## config.mk

```make
export PLATFORM = sky130hd
export DESIGN_NAME = regs_param
export DESIGN_NICKNAME = d
export VERILOG_FILES = /design/src/rtl/regs_param.sv
export SDC_FILE = /design/constraint.sdc
export NUM_CORES = 1
export LEC_CHECK = 0
export CELL_PAD_IN_SITES_DETAIL_PLACEMENT = 0
export CELL_PAD_IN_SITES_GLOBAL_PLACEMENT = 2
export CORE_MARGIN = 1.5
export CORE_UTILIZATION = 35
export CTS_CLUSTER_SIZE = 10
export DETAILED_ROUTE_END_ITERATION = 8
export GPL_TIMING_DRIVEN = 0
export HOLD_SLACK_MARGIN = 0.15
export PLACE_DENSITY_LB_ADDON = 0.1
export SETUP_SLACK_MARGIN = 0.1
export SLEW_MARGIN = 20
export SYNTH_ARGS = -nofsm -noshare
export SYNTH_HDL_FRONTEND = slang
export SYNTH_SLANG_ARGS = --single-unit
export TNS_END_PERCENT = 50
```

## constraint.sdc

```tcl
create_clock -name clk -period 3.3 [get_ports clk]
set_clock_uncertainty 0.2 [all_clocks]
set_input_delay 0.825 -clock clk [delete_from_list [all_inputs] [get_ports clk]]
set_output_delay 0.825 -clock clk [all_outputs]
set_load 0.005 [all_outputs]
```

## src/rtl/regs_param.sv

```systemverilog
// Parametrised nibble register file with handshaked memory write port.
// Optional SP wrap guard: define REGS_SP_GUARD_EN.
module regs_param #(
    parameter int DATA_W  = 4,
    parameter int NUM_IDX = 2,
    parameter int PAGE_W  = 4,
    parameter int ADDR_W  = 12
) (
    input  logic                clk,
    input  logic                reset_n,
    input  logic [1:0]          current_cycle,
    input  logic [4:0]          src_sel,
    input  logic [4:0]          dst_sel,
    input  logic [2:0]          inc_sel,
    input  logic [DATA_W-1:0]   alu,
    input  logic [2*DATA_W-1:0] immed,
    output logic [ADDR_W-1:0]   mem_addr,
    input  logic [DATA_W-1:0]   mem_rd_data,
    output logic                mem_wr_en,
    output logic [DATA_W-1:0]   mem_wr_data,
    input  logic                mem_wr_ready,
    output logic                busy,
    output logic                sp_fault
);

    localparam int BW = 2 * DATA_W;
    localparam logic [1:0] CYCLE_REG_FETCH = 2'd1;
    localparam logic [1:0] CYCLE_REG_WRITE = 2'd2;

    logic [DATA_W-1:0] a, b, tempa, tempb;
    logic [ADDR_W-1:0] idx [NUM_IDX];
    logic [BW-1:0]     sp;
    logic [ADDR_W-1:0] wr_addr;

    logic [DATA_W-1:0] src_val, bus;
    logic              src_mem, dst_mem;
    logic [ADDR_W-1:0] src_addr, dst_addr;
    logic              is_fetch, is_write;

    assign is_fetch = (current_cycle == CYCLE_REG_FETCH);
    assign is_write = (current_cycle == CYCLE_REG_WRITE);

    always_comb begin
        src_val  = '0;
        src_mem  = 1'b0;
        src_addr = '0;
        unique case (src_sel)
            5'd0: src_val = a;
            5'd1: src_val = b;
            5'd2: src_val = tempa;
            5'd3: src_val = tempb;
            5'd4: src_val = alu;
            5'd5: src_val = immed[DATA_W-1:0];
            5'd6: src_val = sp[DATA_W-1:0];
            5'd7: src_val = sp[BW-1:DATA_W];
            5'd8: begin
                src_mem  = 1'b1;
                src_addr = ADDR_W'(sp);
            end
            5'd9: begin
                src_mem  = 1'b1;
                src_addr = ADDR_W'(immed);
            end
            default: ;
        endcase
        for (int i = 0; i < NUM_IDX; i++) begin
            if (src_sel[4] && int'(src_sel[3:2]) == i) begin
                unique case (src_sel[1:0])
                    2'd0: src_val = idx[i][DATA_W-1:0];
                    2'd1: src_val = idx[i][BW-1:DATA_W];
                    2'd2: src_val = DATA_W'(idx[i][ADDR_W-1:BW]);
                    default: begin
                        src_mem  = 1'b1;
                        src_addr = idx[i];
                    end
                endcase
            end
        end
    end

    always_comb begin
        dst_mem  = 1'b0;
        dst_addr = '0;
        unique case (dst_sel)
            5'd8: begin
                dst_mem  = 1'b1;
                dst_addr = ADDR_W'(sp);
            end
            5'd9: begin
                dst_mem  = 1'b1;
                dst_addr = ADDR_W'(immed);
            end
            default: ;
        endcase
        for (int i = 0; i < NUM_IDX; i++) begin
            if (dst_sel[4] && int'(dst_sel[3:2]) == i
                && dst_sel[1:0] == 2'd3) begin
                dst_mem  = 1'b1;
                dst_addr = idx[i];
            end
        end
    end

    // A pending write owns the address bus, so memory sources see it too.
    assign bus      = src_mem ? mem_rd_data : src_val;
    assign mem_addr = mem_wr_en ? wr_addr : (src_mem ? src_addr : '0);
    assign busy     = mem_wr_en & ~mem_wr_ready;

    always_ff @(posedge clk) begin
        if (!reset_n) begin
            a           <= '0;
            b           <= '0;
            tempa       <= '0;
            tempb       <= '0;
            sp          <= '0;
            wr_addr     <= '0;
            mem_wr_en   <= 1'b0;
            mem_wr_data <= '0;
            for (int i = 0; i < NUM_IDX; i++) idx[i] <= '0;
        end else begin
            if (is_write) begin
                unique case (dst_sel)
                    5'd0: a <= bus;
                    5'd1: b <= bus;
                    5'd2: tempa <= bus;
                    5'd3: tempb <= bus;
                    5'd6: sp[DATA_W-1:0] <= bus;
                    5'd7: sp[BW-1:DATA_W] <= bus;
                    default: ;
                endcase
                for (int i = 0; i < NUM_IDX; i++) begin
                    if (dst_sel[4] && int'(dst_sel[3:2]) == i) begin
                        unique case (dst_sel[1:0])
                            2'd0: idx[i][DATA_W-1:0] <= bus;
                            2'd1: idx[i][BW-1:DATA_W] <= bus;
                            2'd2: idx[i][ADDR_W-1:BW] <= PAGE_W'(bus);
                            default: ;
                        endcase
                    end
                end
                // Increments come last so they override the bus write.
                if (inc_sel == 3'd1) sp <= sp + 1'b1;
                else if (inc_sel == 3'd2) sp <= sp - 1'b1;
                for (int i = 0; i < NUM_IDX; i++) begin
                    if (inc_sel == 3'(4 + i))
                        idx[i][BW-1:0] <= idx[i][BW-1:0] + 1'b1;
                end
            end
            if (mem_wr_en) begin
                if (mem_wr_ready) mem_wr_en <= 1'b0;
            end else if (is_fetch && dst_mem) begin
                mem_wr_en   <= 1'b1;
                wr_addr     <= dst_addr;
                mem_wr_data <= bus;
            end
        end
    end

`ifdef REGS_SP_GUARD_EN
    logic fault_q;
    always_ff @(posedge clk) begin
        if (!reset_n) begin
            fault_q <= 1'b0;
        end else if (is_write) begin
            if ((inc_sel == 3'd1 && sp == '1)
                || (inc_sel == 3'd2 && sp == '0))
                fault_q <= 1'b1;
        end
    end
    assign sp_fault = fault_q;
`else
    assign sp_fault = 1'b0;
`endif

endmodule
```

==> results.cfg, run 1 <==
[die]
io_pins = 53
die-area_sq_mm = 0.0139
rows = 41
die_x_um = 118
die_h_um = 118
core-area_sq_mm = 0.0127
initial_core_util = 0.362

[clocking]
worstSkewPairLatency_ps = 350
numClockSinks = 65
cts-root-buf = clkbuf_16
cts_tree = yes
cts.path.max_buffers = 2
cts_buffers = 9
htree_levels = 3
path_clk_slew_ps = 60

[setup_path]
crit_required_ps = 2270
critPathKind = input pin to primary output
end_kind = primary output
crit_fanout = 4
crit_arrival_ps = 2280
crit_path_start_kind = input pin

[pwr]
p_leak_nw = 2.30
power_mw = 2.27
power_density_mw_per_mm2 = 371
vdd_drop_max_mv = 0.255

[detailed_routing]
ant_nets = 0
routed_via_density = 6.02
drc_errors = 0
drtPass1Iterations = 4
routed_wl_mm = 18.3
drtIter0Drc = 380
wl_per_cell_um = 23.0
vias = 4797

[synthesis]
yosysTopAreaCell = dfxtp_1
async_reset_ff_frac = 0
synth_edf_count = 24
yosysSeqAreaShare = 0.335
syn-cell-area_sq_mm = 0.00461
synth_commonest_cells = nand2_1 (45), dfxtp_1 (41), nor2_1 (35)
syn_area_per_cell_sq_um = 8.57
synth_area_leaders = dfxtp_1 (18%), edfxtp_1 (16%), nand2_1 (3.7%), o22ai_1 (3.7%), a22oi_1 (3.3%)
synth.distinct_cells = 83
synthCells = 538
ys_ff_latch = 65
synth_top_cell_area_share = 0.178
syn-num-nets = 576
yosysMostFrequentCell = nand2_1
yosysWarnings = 0
synth_ff_type = dfxtp_1

[place]
portBuffers = 48
post-place-ws_ps = -1190
gp_congestion = 0.922
place_hpwl_mm = 13.2

[timing]
hold_viol = 0
min_period_ps = 3310
min_period_over_period = 1.00
finalWorstSetupSlack_ps = -6.89
rsz0062_at_grt = true
slew_violations = 0
finalSetupViolCount = 1
fmax_mhz = 302
setup-tns-final_ps = -6.89
slew_headroom = 0.494
tightest_slew_ps = 756

[cells_and_area]
syn_to_final_growth_pct = 32.5
num-fill-cells = 1308
postLayoutCoreUtil = 0.480
final_nets = 658
drive_gt1_frac = 0.195
n_antenna_cell = 0

[global_route]
antenna_found_initial = 0
grt-ovfl-total = 0
track_usage = 0.268
grt_pass1_wl_mm = 28.1
grt_pass1_vias = 4778
grt_max_degree = 14

[status]
outcome = finished with violations
violations = setup timing

[min_path]
hold_class = flop to flop

[job]
max_cap_viol_count = 0
sequential cells by signal, summed over array words and instances, names as in the netlist:
signal       cells
mem_wr_data      4
tempa            4
sp               8
tempb            4
idx             24
a                4
mem_wr_en        1
b                4
wr_addr         12
final timing paths:
check	from	endpoint	slack [ps]	depth (start not counted)
min	tempb[2]	tempb[2]	270	2
max	src_sel[2]	mem_addr[7]	-7	9
max reg2reg	sp[1]	idx[1][1]	540	7
min reg2reg	tempb[2]	tempb[2]	270	2
final cells by class:
type	count	area, sq um	share of cell area
Multi-Input combinational cell	417	3000	0.491
Timing Repair Buffer	71	669	0.110
Inverter	10	40.0	0.00656
Tap cell	172	215	0.0353
Clock inverter	7	77.6	0.0127
Clock buffer	9	225	0.0369
Buffer	46	337	0.0551
Sequential cell	65	1540	0.253
what timing repair did:
action	CTS	global route
cloned	1	0
pin swaps	6	3
buffers inserted	19	5
resized for setup	116	29
setup endpoints to repair	50	34
hold buffers	0	0
worst max-delay path, cell delays in order:
cell	delay (ps)
buf_8	100
or4b_4	560
buf_12	150
nor3b_4	160
a21oi_2	50
nor2_1	110
a31oi_1	50
o21ai_1	130
buf_2	130
where the power goes:
group / internal (mW) / switching, mW
clock network: 0.592 / 0.411
logic: 0.171 / 0.213
registers: 0.851 / 0.0294
total: 1.61 / 0.653
cells in the final DEF (no fill, tap or decap), types with 8 or more instances in the layout:
| master | Yosys | routed |
|---|---|---|
| o21ai_0 | 30 | 25 |
| buf_6 | 5 | 19 |
| mux2i_1 | 15 | 14 |
| mux2_4 | 1 | 8 |
| nand3_1 | 20 | 20 |
| edfxtp_1 | 24 | 24 |
| clkbuf_16 | 0 | 9 |
| nor3_1 | 13 | 11 |
| clkdlybuf4s50_1 | 0 | 32 |
| xnor2_1 | 8 | 8 |
| o22ai_1 | 27 | 23 |
| or3_1 | 9 | 8 |
| inv_1 | 9 | 9 |
| xor2_1 | 9 | 9 |
| clkbuf_1 | 28 | 21 |
| a22oi_1 | 20 | 20 |
| nand2_1 | 45 | 45 |
| a31oi_1 | 11 | 11 |
| nor2b_1 | 9 | 9 |
| buf_4 | 3 | 19 |
| dfxtp_1 | 41 | 41 |
| a21oi_1 | 28 | 27 |
| nor2_1 | 35 | 35 |
logic make-up after synthesis:
logic type      Yosys count  synth area share
xor+xnor                 17            0.0323
flops                    65             0.335
compound gates          178             0.264
buf+inv                  56            0.0586
other cells               1          0.000814
simple gates            186             0.221
mux                      31            0.0782
fa+ha+maj                 4            0.0109
through the flow:
stage	cells	instance area (sq um)	hold WS, ps
5_1_grt	797	6100	291
3_5_place_dp	758	5300	260
2_1_floorplan	538	4610	241
6_report	797	6100	265
4_1_cts	794	5980	268
3_3_place_gp	758	5300	257
per-layer routing:
layer	GRT usage	vias to the layer above	share of wire
met5	0	-	0
met4	0.117	0	0.040
met3	0.0397	48	0.056
met2	0.435	176	0.46
met1	0.353	2345	0.44
li1	-	2228	-
Power figures use the tool's default switching activity.
==> inputs of run 2 (changes only) <==
==> constraint.sdc (replaced) <==
create_clock -name clk -period 3.65 [get_ports clk]
set_clock_uncertainty 0.2 [all_clocks]
set_input_delay 0.9125 -clock clk [delete_from_list [all_inputs] [get_ports clk]]
set_output_delay 0.9125 -clock clk [all_outputs]
set_load 0.005 [all_outputs]
==> run 2 against run 1 <==
Compared with the run above: the run now ends clean; non-clock buffer count down 8; critical path depth down 2; cell area down 2.8%; sequential cell count unchanged; largest cell class unchanged; highest routed layer unchanged.
==> results.cfg, run 2 (synthesis gave the netlist of run 1 again) <==
[detailed_routing]
drc_errors = 0
ant_nets = 0
drtPass1Iterations = 5
routed_via_density = 5.96
routed_wl_mm = 18.0
drtIter0Drc = 356
vias = 4701
wl_per_cell_um = 22.9

[die]
io_pins = 53
die-area_sq_mm = 0.0139
core-area_sq_mm = 0.0127
die_h_um = 118
rows = 41
die_x_um = 118
initial_core_util = 0.362

[global_route]
antenna_found_initial = 0
grt_pass1_wl_mm = 27.7
grt_max_degree = 14
track_usage = 0.264
grt-ovfl-total = 0
grt_pass1_vias = 4688

[timing]
finalSetupViolCount = 0
fmax_mhz = 283
rsz0062_at_grt = true
slew_violations = 0
min_period_over_period = 0.969
slew_headroom = 0.331
tightest_slew_ps = 990
min_period_ps = 3540
hold_viol = 0
setup-tns-final_ps = 0

[cells_and_area]
final_cell_mix = nand2_1 (45), dfxtp_1 (41), nor2_1 (35), clkdlybuf4s50_1 (35), a21oi_1 (28)
num-fill-cells = 1320
top_register = idx
n_antenna_cell = 0
reg_top3 = idx: 24 flops, wr_addr: 12 flops, sp: 8 flops
layout_commonest_cell = nand2_1
largest_reg_flops = 24
drive_gt1_frac = 0.159
stdcell_count = 789
final_nets = 650
syn_to_final_growth_pct = 28.7

[pwr]
vdd_drop_max_mv = 0.230
power_density_mw_per_mm2 = 341
p_leak_nw = 2.24

[setup_path]
worst_path_most_repeated_cell = buf_8
rr_worst_depth = 7
crit_path_start_kind = input pin
reg2reg_from = sp[1]
critPathKind = input pin to primary output
crit_arrival_ps = 2420
worstPathCellList = buf_8, buf_8, buf_6, clkbuf_4, mux2i_1, o31ai_1, clkdlybuf4s50_1
cp_slowest_cell = clkdlybuf4s50_1
crit_fanout = 10
crit_required_ps = 2540
path_buf_inv = 5
cpPeakStageDelay_ps = 550
r2r_slack_ps = 910
end_kind = primary output
reg2reg_to = idx[1][1]
critical-path-top-delay-family = buffers and inverters

[clocking]
cts-root-buf = clkbuf_16
cts_tree = yes
path_clk_slew_ps = 60
cts.path.max_buffers = 2
htree_levels = 3
worstSkewPairLatency_ps = 340
numClockSinks = 65
ctsHoldBuffers = 0
cts_buffers = 9

[place]
placed_cells = 758
place_hpwl_mm = 13.2
portBuffers = 48
gp_congestion = 0.922

[job]
max_cap_viol_count = 0

[min_path]
hold_class = flop to flop
min_to = tempb[2]
whs_path_depth = 2
hold_start = tempb[2]

[status]
outcome = finished, final reports clean
## run 2: area by class of cell
cell class                 count  area, sq um  share of cell area
clock inverter                 7         77.6              0.0131
tap                          172          215              0.0363
timing repair buffer          63          587              0.0989
clock buffer                   9          225              0.0380
inverter                      10         37.5             0.00633
buffer                        46          333              0.0561
sequential                    65         1540               0.260
multi-input combinational    417         2910               0.491
## run 2: tightest hold or removal path: cells and delay by family (launching register included)
| kind | cells | cell delay [ps] |
|---|---|---|
| compound gates | 1 | 60 |
| simple gates | 1 | 50 |
| flops | 1 | 310 |
## run 2: power by group
group / internal, mW / total [mW] / switching, mW
combinational: 0.143 / 0.327 / 0.184
clock: 0.535 / 0.901 / 0.366
sequential: 0.769 / 0.796 / 0.0266
## run 2: stage by stage
stage / total power, mW / worst slack, ps / utilization / hold slack (ps) / cell area (sq um)
4_1_cts: 2.03 / 52.7 / 0.461 / 268 / 5870
5_1_grt: 2.10 / 64.7 / 0.466 / 291 / 5930
3_3_place_gp: 1.10 / -977 / 0.417 / 257 / 5300
6_report: 2.02 / 113 / 0.466 / 265 / 5930
3_5_place_dp: 1.10 / -1020 / 0.417 / 260 / 5300
2_1_floorplan: 0.970 / 281 / - / 241 / 4610
## run 2: worst max-delay path by stage
stage                  endpoint  cells after the start  startpoint
finish              mem_addr[9]                      7  src_sel[2]
global route        mem_addr[3]                      8  src_sel[3]
CTS                 mem_addr[5]                      9  src_sel[0]
detailed placement  mem_addr[2]                      8  src_sel[2]
global placement    mem_addr[2]                      8  src_sel[2]
floorplan           mem_addr[7]                      8  src_sel[1]
## run 2: what timing repair did
| item | 4_1_cts | 5_1_grt |
|---|---|---|
| setup buffers | 11 | 3 |
| pin swaps | 2 | 4 |
| resized for setup | 76 | 15 |
| cloned | 1 | 0 |
| setup endpoints to repair | 17 | 12 |
## run 2: layer usage
layer  vias up  share of wire  global-route usage
met2       163           0.47               0.430
li1       2214              -                   -
met3        26          0.054              0.0397
met1      2298           0.45               0.352
met4         0          0.022               0.107
met5         -              0                   0
==> inputs of run 3 (changes only) <==
--- a/config.mk
+++ b/config.mk
@@ -7,10 +7,10 @@
 export LEC_CHECK = 0
 export CELL_PAD_IN_SITES_DETAIL_PLACEMENT = 0
 export CELL_PAD_IN_SITES_GLOBAL_PLACEMENT = 2
-export CORE_MARGIN = 1.5
 export CORE_UTILIZATION = 35
 export CTS_CLUSTER_SIZE = 10
 export DETAILED_ROUTE_END_ITERATION = 8
+export GPL_ROUTABILITY_DRIVEN = 0
 export GPL_TIMING_DRIVEN = 0
 export HOLD_SLACK_MARGIN = 0.15
 export PLACE_DENSITY_LB_ADDON = 0.1
==> run 3 against run 2 <==
Compared with the run above: via count up 0.96%; largest power group unchanged; utilization down 0.58 points; register-to-register slack about the same; cell count down 0.63%; worst hold slack better by 7.4 ps; global-route usage up 0.97 points; clock power down 2%; clock-buffer cell count up 2; wire length down 2.0%.
==> results.cfg, run 3 (synthesis gave the netlist of run 1 again) <==
[global_route]
grt_max_degree = 13
antenna_found_initial = 0
track_usage = 0.274
grt_pass1_vias = 4581
grt-ovfl-total = 0
grt_pass1_wl_mm = 26.9

[timing]
hold_viol = 0
finalSetupViolCount = 0
slew_headroom = 0.348
min_period_ps = 3560
slew_violations = 0
fmax_mhz = 281
min_period_over_period = 0.976
tightest_slew_ps = 964
rsz0062_at_grt = true
setup-tns-final_ps = 0

[die]
initial_core_util = 0.362
die_x_um = 117
core-area_sq_mm = 0.0127
die-area_sq_mm = 0.0136
rows = 41
die_h_um = 117
io_pins = 53

[setup_path]
end_kind = primary output
worstPathCellList = dlygate4sd2_1, or4b_4, buf_12, nor3b_4, a21oi_1, nor2_1, a31oi_1, o21ai_1, buf_2
cp_slowest_cell = or4b_4
critical-path-top-delay-family = simple AND/OR/NAND/NOR gates
crit_fanout = 9
rr_worst_depth = 7
r2r_slack_ps = 900
crit_arrival_ps = 2450
path_buf_inv = 3
reg2reg_from = sp[4]
reg2reg_to = idx[1][4]
crit_required_ps = 2540
critPathKind = input pin to primary output
cpPeakStageDelay_ps = 500
crit_path_start_kind = input pin

[detailed_routing]
vias = 4746
drtPass1Iterations = 5
ant_nets = 0
wl_per_cell_um = 22.5
drc_errors = 0
drtIter0Drc = 419
routed_via_density = 6.05
routed_wl_mm = 17.7

[cells_and_area]
final_nets = 645
stdcell_count = 784
syn_to_final_growth_pct = 27.1
final_cell_mix = nand2_1 (45), dfxtp_1 (41), nor2_1 (35)
largest_reg_flops = 24
reg_top3 = idx: 24 flops, wr_addr: 12 flops, sp: 8 flops
n_antenna_cell = 0
drive_gt1_frac = 0.141
layout_commonest_cell = nand2_1
top_register = idx

[pwr]
p_leak_nw = 2.22
vdd_drop_max_mv = 0.157
power_density_mw_per_mm2 = 341

[clocking]
cts.path.max_buffers = 2
cts_tree = yes
worstSkewPairLatency_ps = 350
htree_levels = 3
cts-root-buf = clkbuf_16
path_clk_slew_ps = 50
cts_buffers = 9
numClockSinks = 65

[min_path]
hold_class = flop to flop
hold_start = a[2]
whs_path_depth = 2
min_to = a[2]

[status]
outcome = finished, final reports clean

[job]
max_cap_viol_count = 0

[place]
portBuffers = 48
place_hpwl_mm = 13.0
placed_cells = 758
## run 3: cell type report
class,count,area [sq um]
clock inverters,5,55.1
repair buffers,59,554
clock buffers,11,233
plain buffers,45,318
multi-input cells,417,2900
flip-flops and latches,65,1540
fillers,1318,6870
inverters,10,40.0
well taps,172,215
## run 3: stage by stage
| step | instance area [sq um] | setup WS [ps] | hold slack, ps | power (mW) | util |
|---|---|---|---|---|---|
| after floorplan | 4610 | 281 | 241 | 0.970 | - |
| after global placement | 5300 | -987 | 257 | 1.10 | 0.417 |
| after detailed placement | 5300 | -965 | 262 | 1.10 | 0.417 |
| after CTS | 5820 | -60.5 | 275 | 2.00 | 0.457 |
| after global routing | 5860 | -34.2 | 296 | 2.07 | 0.460 |
| final | 5860 | 87.6 | 273 | 2.00 | 0.460 |
## run 3: what timing repair did
item / in CTS / in global routing
setup endpoints to repair: 13 / 10
pin swaps: 1 / 4
setup buffers: 11 / 0
hold buffers: 0 / 0
resized for setup: 62 / 20
## run 3: power by group
| part | switching, mW | leakage [nW] | internal (mW) |
|---|---|---|---|
| combinational | 0.180 | 1.50 | 0.138 |
| clock | 0.355 | 0.140 | 0.529 |
| sequential | 0.0263 | 0.579 | 0.769 |
## run 3: tightest hold or removal path, delay by kind of cell, from the launching register on
family,cells,cell delay (ps)
AO/OA/AOI/OAI,1,60
AND/OR/NAND/NOR,1,50
flip-flops,1,310
## run 3: per-layer routing
| metal | routed length (um) | up-vias | global-route usage |
|---|---|---|---|
| li1 | - | 2198 | - |
| met1 | 7940 | 2314 | 0.366 |
| met2 | 8010 | 192 | 0.434 |
| met3 | 1020 | 42 | 0.0348 |
| met4 | 694 | 0 | 0.141 |
| met5 | 0 | - | 0 |
## run 3: worst max-delay path by stage
stage                     slack [ps]  depth (start not counted)           to        from
final                             90                          9  mem_addr[7]  src_sel[4]
after global routing             -30                          9  mem_addr[7]  src_sel[4]
after CTS                        -60                          6  mem_addr[3]  src_sel[4]
after detailed placement        -960                          8  mem_addr[2]  src_sel[2]
after global placement          -990                          8  mem_addr[2]  src_sel[2]
after floorplan                  280                          8  mem_addr[7]  src_sel[1]
